--- src/rtl/walkingone_dispatcher_pkg.sv ---
// Shared constants and types for the walking-one lane dispatcher.
package walkingone_dispatcher_pkg;

  localparam int WIDTH   = 8;
  localparam int LANES   = 3;
  localparam int COUNT_W = 16;
  localparam logic [LANES-1:0] PTR_RST = 3'b001;

  typedef enum logic [1:0] {
    RUN   = 2'd0,
    DRAIN = 2'd1,
    DONE  = 2'd2
  } state_t;

  function automatic logic ptr_is_onehot(input logic [LANES-1:0] p);
    return (p == 3'b001) || (p == 3'b010) || (p == 3'b100);
  endfunction

  function automatic logic [LANES-1:0] ptr_rotate(input logic [LANES-1:0] p);
    return {p[LANES-2:0], p[LANES-1]};
  endfunction

endpackage

--- src/rtl/walkingone_dispatcher_lane.sv ---
// One dispatch lane: a held data word plus its full flag.
module dispatcher_lane
  import walkingone_dispatcher_pkg::*;
#(
  parameter int SIZE = WIDTH
) (
  input  logic            Clock,
  input  logic            Reset,
  input  logic            load,
  input  logic            ack,
  input  logic [SIZE-1:0] data,
  output logic [SIZE-1:0] data_p0,
  output logic            full_p0
);

  // Load only happens on an empty lane, so load and a live ack never collide.
  always_ff @(posedge Clock or posedge Reset) begin
    if (Reset) begin
      data_p0 <= '0;
      full_p0 <= 1'b0;
    end else if (load) begin
      data_p0 <= data;
      full_p0 <= 1'b1;
    end else if (ack && full_p0) begin
      full_p0 <= 1'b0;
    end
  end

endmodule

--- src/rtl/walkingone_dispatcher.sv ---
// Round-robin dispatch of source words to three lanes via a walking-one pointer.
module walkingone_dispatcher
  import walkingone_dispatcher_pkg::*;
#(
  parameter int SIZE = WIDTH
) (
  input  logic               Clock,
  input  logic               Reset,
  input  logic [SIZE-1:0]    iData,
  input  logic               iValid,
  output logic               oReady,
  input  logic               iRestart,
  input  logic               iDrain,
  output logic [SIZE-1:0]    oLaneData0,
  output logic [SIZE-1:0]    oLaneData1,
  output logic [SIZE-1:0]    oLaneData2,
  output logic [LANES-1:0]   oLaneValid,
  input  logic [LANES-1:0]   iLaneAck,
  output logic [LANES-1:0]   oPointer,
  output logic               oDrained,
  output logic [COUNT_W-1:0] oCount
);

  state_t             state_p0;
  logic [LANES-1:0]   ptr_p0;
  logic [LANES-1:0]   full_p0;
  logic [COUNT_W-1:0] count_p0;
  logic               drained_p0;
  logic [SIZE-1:0]    lane_data_p0 [LANES];
  logic               ptr_ok;
  logic               accept;
  logic [LANES-1:0]   load;

  // Ready depends only on registered state, never on ack/data/valid inputs.
  assign ptr_ok = ptr_is_onehot(ptr_p0);
  assign oReady = (state_p0 == RUN) && ptr_ok && !(|(full_p0 & ptr_p0));
  assign accept = iValid && oReady;
  assign load   = accept ? ptr_p0 : '0;

  for (genvar k = 0; k < LANES; k++) begin : g_lane
    dispatcher_lane #(.SIZE(SIZE)) u_lane (
      .Clock   (Clock),
      .Reset   (Reset),
      .load    (load[k]),
      .ack     (iLaneAck[k]),
      .data    (iData),
      .data_p0 (lane_data_p0[k]),
      .full_p0 (full_p0[k])
    );
  end

  always_ff @(posedge Clock or posedge Reset) begin
    if (Reset) begin
      state_p0   <= RUN;
      ptr_p0     <= PTR_RST;
      count_p0   <= '0;
      drained_p0 <= 1'b0;
    end else begin
      if (!ptr_ok || iRestart) ptr_p0 <= PTR_RST;
      else if (accept)         ptr_p0 <= ptr_rotate(ptr_p0);

      if (accept) count_p0 <= count_p0 + 1'b1;

      drained_p0 <= 1'b0;
      case (state_p0)
        RUN: if (iDrain) state_p0 <= DRAIN;
        DRAIN: begin
          if (full_p0 == '0) begin
            state_p0   <= DONE;
            drained_p0 <= 1'b1;
          end
        end
        DONE:    state_p0 <= iDrain ? DRAIN : RUN;
        default: state_p0 <= RUN;
      endcase
    end
  end

  assign oLaneData0 = lane_data_p0[0];
  assign oLaneData1 = lane_data_p0[1];
  assign oLaneData2 = lane_data_p0[2];
  assign oLaneValid = full_p0;
  assign oPointer   = ptr_p0;
  assign oDrained   = drained_p0;
  assign oCount     = count_p0;

endmodule

--- config.mk ---
export PLATFORM = sky130hd
export DESIGN_NAME = walkingone_dispatcher
export DESIGN_NICKNAME = d
export VERILOG_FILES = /design/src/rtl/walkingone_dispatcher_pkg.sv /design/src/rtl/walkingone_dispatcher_lane.sv /design/src/rtl/walkingone_dispatcher.sv
export SDC_FILE = /design/constraint.sdc
export NUM_CORES = 1
export LEC_CHECK = 0
export CORE_MARGIN = 1
export CORE_UTILIZATION = 35
export CTS_CLUSTER_SIZE = 16
export DETAILED_ROUTE_END_ITERATION = 8
export SLEW_MARGIN = 20
export SYNTH_ARGS = -nofsm -noshare
export SYNTH_HDL_FRONTEND = slang
export SYNTH_SLANG_ARGS = --single-unit
--- constraint.sdc ---
create_clock -name Clock -period 2.27 [get_ports Clock]
set_clock_uncertainty 0.2 [all_clocks]
set_input_delay 0.5675 -clock Clock [delete_from_list [all_inputs] [get_ports Clock]]
set_output_delay 0.5675 -clock Clock [all_outputs]
set_load 0.02 [all_outputs]
## After elaboration in Yosys (flattened, before gate mapping)

Cells that the tools add are included.

- Register bits: 49
- Input bits: 16
- Output and inout port bits: 48
- Logic and storage cells: 53

- Add/subtract/negate cells: 1
- Equality and inequality tests: 7
- Muxes and demuxes: 15
- Bitwise gates (word level): 1
- Reductions and logical operators: 19

Operator list:

| operator | number |
|---|---|
| 16-bit by 1-bit adder with 16-bit output, second input constant | 1 |
| 1-bit 2-to-1 mux | 9 |
| 3-bit 2-to-1 mux | 3 |
| 2-bit nonzero test | 4 |
| 1-bit logical AND | 6 |
| 2-bit case mux with 3 select lines | 1 |
| 2-bit 2-to-1 mux | 2 |
| 2-bit inequality test, second input constant | 2 |
| 3-bit AND | 1 |
| 3-bit by 1-bit == test with 1-bit output, second input constant | 1 |
| 3-bit by 2-bit == test with 1-bit output, second input constant | 1 |
| 3-bit == test, second input constant | 1 |
| 3-bit logical NOT | 1 |
| 1-bit logical OR | 3 |
| 3-bit OR reduction | 1 |
| 2-bit by 1-bit == test with 1-bit output, second input constant | 1 |
| 2-bit == test, second input constant | 1 |
| 1-bit logical NOT | 2 |
| 2-bit logical NOT | 1 |
| 2-bit AND reduction | 1 |

## Longest topological paths before layout

- Depth in word-level cells: 8
- Depth in mapped cells: 6
- Gate-level depth less buffers: 5

## Cells and area by module

A second synthesis with hierarchy kept.

- Cells, all modules: 170
- Area total of the unflattened synthesis: 2,289.7 µm²

Modules (own cells, without submodules):

| module | times used | cells each | area each (µm²) | seq. area each (µm²) |
|---|---|---|---|---|
| walkingone_dispatcher | 1 | 107 | 1,171.1 | 551.8 |
| dispatcher_lane | 3 | 21 | 372.9 | 225.2 |

## Worst setup path after synthesis

OpenSTA, ideal clock, no wires.

- Path kind: flip-flop to output port
- Start: register ptr_p0[0], in the netlist oPointer[0]
- End: output port oReady
- Arrival: 1.413 ns
- Data required time: 1.502 ns
- Slack: 0.090 ns
- Cell stages (with the launch flop): 5
- Buffers on the path: 1
- Path through: dfstp_2 clkbuf_2 xor2_1 o21a_1 and3_2

- Cells in the longest elaborated chain, start to end: 5
- Elaborated cells between the ends (all ways): 10
- Classes of those cells: eq/ne: 3; bitwise: 1; reduce/logical: 6

RTL lines:

| what | line | source |
|---|---|---|
| start: declaration | walkingone_dispatcher.sv:25 | `logic [LANES-1:0] ptr_p0;` |
| start signal: assignment | walkingone_dispatcher.sv:60 | `else if (accept) ptr_p0 <= ptr_rotate(ptr_p0);` |
| 3-bit by 1-bit == test with 1-bit output or 3-bit by 2-bit == test with 1-bit output (tied branches) | walkingone_dispatcher_pkg.sv:16 | `return (p == 3'b001) \|\| (p == 3'b010) \|\| (p == 3'b100);` |
| 1-bit logical OR (2 in series) | walkingone_dispatcher_pkg.sv:16 |  |
| 1-bit logical AND | walkingone_dispatcher.sv:36 | `assign oReady = (state_p0 == RUN) && ptr_ok && !(\|(full_p0 & ptr_p0));` |
| 1-bit logical AND (*) | walkingone_dispatcher.sv:36 |  |
| end: declaration | walkingone_dispatcher.sv:11 | `output logic oReady,` |

Every way passes the cells marked *; elsewhere a longest branch is shown, timed or not.

## Worst setup path after layout

Same ends and word-level chain as after synthesis.

==> summary.txt <==
Status
  – Status: finished clean

Finish
  – Fillers: 471
  – Fin nets: 262
  – P&R area growth vs syn: 47.29%
  – Diode count: 0
  – Ratio of cells with drive above 1 in the final layout: 0.2735

Logic synthesis
  – Seq/Total Area, Yosys: 0.5850
  – Syn_area_per_cell: 13.20 sq um
  – Synth Area in Compound Gates: 0.05665
  – FFs w/ async S/R, synth: 1.000
  – Synthesized Nets: 176
  – Mux cell area share after synthesis: 0.1342
  – XOR/XNOR Fraction of Synth Area: 0.06679
  – Area leader, netlist: dfrtp_1
  – Adder-cell share of the synthesized area: 0.005963
  – Top cells by count, synth: 48 x dfrtp_1, 25 x mux2_2, 13 x xor2_1
  – Yosys top cell area share: 0.5725
  – Simple-Gate Fraction of Synth Area: 0.1216
  – Top-count cell post-synth: dfrtp_1
  – Syn. warnings: 0
  – Library cells used by synthesis: 34
  – Cell Area, Synth: 0.002098 sq mm
  – Largest family of logic cells by synthesized area: multiplexers
  – Synth area leaders: dfrtp_1 57%, mux2_2 13%, xor2_1 5.4%
  – Mapped Cells: 159
  – Number of synthesized flops with an enable pin: 0
  – Most used DFF post-synth: dfrtp_1
  – #FFs+latches synth: 49

Worst setup path
  – Data required, critical path: 1.50 ns
  – CP Cell Sequence: xor2_2, o21a_1, and3_4, buf_6
  – CP endpoint kind: output port
  – Critical path fanouts, max: 3
  – CP max stage cell: dfstp_2
  – CP peak stage delay: 0.57 ns
  – Startpoint type of the worst setup path: flop
  – WS Path Type: flop to output port
  – R2R depth: 8
  – Crit path DAT: 1.49 ns

Floorplanning
  – Ports: 64
  – Core Region: 0.005642 sq mm
  – Row cnt: 27
  – Die height: 79.43 um
  – DIE WIDTH: 79.43 um
  – Die area: 0.006308 sq mm
  – Initial Util: 0.3719

Placement
  – Final RePlAce weighted congestion: 0.8259
  – Port-buffer cells: 63
  – DPL Wire Length: 3.483 mm

Drt
  – Post-Route WL: 4.731 mm
  – Via count: 1556
  – Antenna-violating nets left: 0
  – DR WL/cell: 14.92 um
  – Drt pass-1 iters: 4
  – Vias per std cell: 4.909
  – Initial DRC Count: 44
  – DRC viols: 0

Global route
  – Antenna violations before repair: 0
  – Global-route wire length before repair: 8.038 mm
  – Grt total ovfl: 0
  – Largest net degree at the start of global routing: 27
  – Tot GR Track Use: 0.1667
  – Vias in the first global route: 1683

Timing
  – Max-slew headroom: 0.7522
  – Hold slack: 0.2701 ns
  – RSZ-0062 raised after global routing: yes
  – Worst-margin pin slew: 0.3666 ns
  – Final period util: 0.9965
  – Final Max Slew Viols: 0
  – Final hold vios: 0
  – FMAX: 442.1 MHz
  – Final setup vio count: 0
  – Period minus WS final: 2.262 ns

CTS
  – Clock buffer count from CTS: 5
  – Root buffer selected by CTS: clkbuf_8
  – H-tree Lvls: 2
  – Clock sink total: 49
  – CTS tree: yes
  – Clock transition at path regs: 0.09 ns
  – Max clock buf depth: 2
  – Clk_lat worst skew: 0.30 ns

Worst hold path
  – Hold crit path type: flop to flop
  – WHS Path Cells: 1

Power and ir drop
  – Leakage: 1.427 nW
  – P per Cell Area: 1045 mW/mm^2
  – VDD IR max: 0.5694 mV
  – Pwr Total: 0.003229 W

Run
  – Total of max-cap violations: 0
## stage by stage
step | setup WS, ns | setup TNS [ns] | area (sq um) | cells | utilization
2_1_floorplan | 0.08959 | 0 | 2098 | 159 | -
3_3_place_gp | -0.1258 | -0.7176 | 2974 | 309 | 0.5272
3_5_place_dp | -0.1678 | -1.109 | 2974 | 309 | 0.5272
4_1_cts | -0.04937 | -0.04937 | 3060 | 316 | 0.5425
5_1_grt | -0.07053 | -0.07053 | 3090 | 317 | 0.5478
6_report | 0.007918 | 0 | 3090 | 317 | 0.5478
## cell type report
| type | count | area, sq um | share of cell area |
|---|---|---|---|
| inverter | 6 | 22.52 | 0.007287 |
| tap | 72 | 90.09 | 0.02915 |
| multi-input combinational | 98 | 823.3 | 0.2664 |
| clock buffer | 6 | 82.58 | 0.02672 |
| sequential | 49 | 1229 | 0.3976 |
| clock inverter | 1 | 7.507 | 0.002429 |
| timing repair buffer | 85 | 835.8 | 0.2704 |
## where the power goes
part	internal (W)	switching, W	total [W]
logic	0.000781	0.000685	0.00147
clock network	0.000241	0.000279	0.000520
registers	0.00109	0.000154	0.00124
total	0.00211	0.00112	0.00323
## routing by layer
metal	global-route usage	part of all wire	wire [um]
met4	0.04909	0.013	60
met1	0.2118	0.45	2114
met5	0	0	0
met3	0.05029	0.063	298
met2	0.2726	0.48	2257
## state kept, by name, summed over array words and instances (netlist names)
register               flops
g_lane.u_lane.data_p0     24
g_lane.u_lane.full_p0      3
oCount                    16
oDrained                   1
oPointer                   3
state_p0                   2
## layout by cell type (no fill, tap or decap), types with 2 or more instances in the layout
master,instances
nand3_1,5
xnor2_1,3
nor3_1,7
nor4b_1,3
and3_4,2
inv_1,5
nand4_1,4
clkbuf_8,6
buf_4,19
nand2_1,4
clkdlybuf4s50_1,60
and4_1,3
dfrtp_1,47
xor2_1,12
buf_12,3
nor3b_1,2
nor4_1,2
o22ai_1,4
o21a_1,3
and3_1,2
nor2_1,3
mux2_2,25
## worst max-delay path, delay by kind of cell, from the launching register on
family | cells | cell delay (ns)
DFF | 1 | 0.57
and+or+nand+nor | 1 | 0.19
AOI/OAI and AO/OA | 1 | 0.17
xor gates and xnor gates | 1 | 0.16
buffers and inverters | 1 | 0.11
## path summary, 6_finish.rpt
| kind | start | end | slack (ns) |
|---|---|---|---|
| max in group asynchronous | Reset | g_lane[0].u_lane.data_p0[5] | 1.06 |
| hold reg to reg | oCount[15] | oCount[15] | 0.27 |
| setup reg to reg | oPointer[0] | oCount[1] | 0.10 |
| hold / removal | oCount[15] | oCount[15] | 0.27 |
| setup / recovery | oPointer[0] | oReady | 0.008 |
| min in group asynchronous | Reset | g_lane[2].u_lane.data_p0[1] | 0.35 |
## repair_timing
item                       4_1_cts  5_1_grt
hold buffers                     0        0
pin swaps                        0        2
buffers inserted                 0        1
gates resized for setup          6        7
setup endpoints to repair        2        2
## logic make-up (layout without fill, tap and decap cells)
group | after synthesis | after routing
DFF | 49 | 49
muxes | 25 | 25
adders and majority gates | 1 | 1
xor gates and xnor gates | 16 | 16
and+or+nand+nor | 41 | 41
AOI/OAI and AO/OA | 15 | 15
buffers and inverters | 12 | 98
Note: power is estimated with default switching activity, not from simulation.
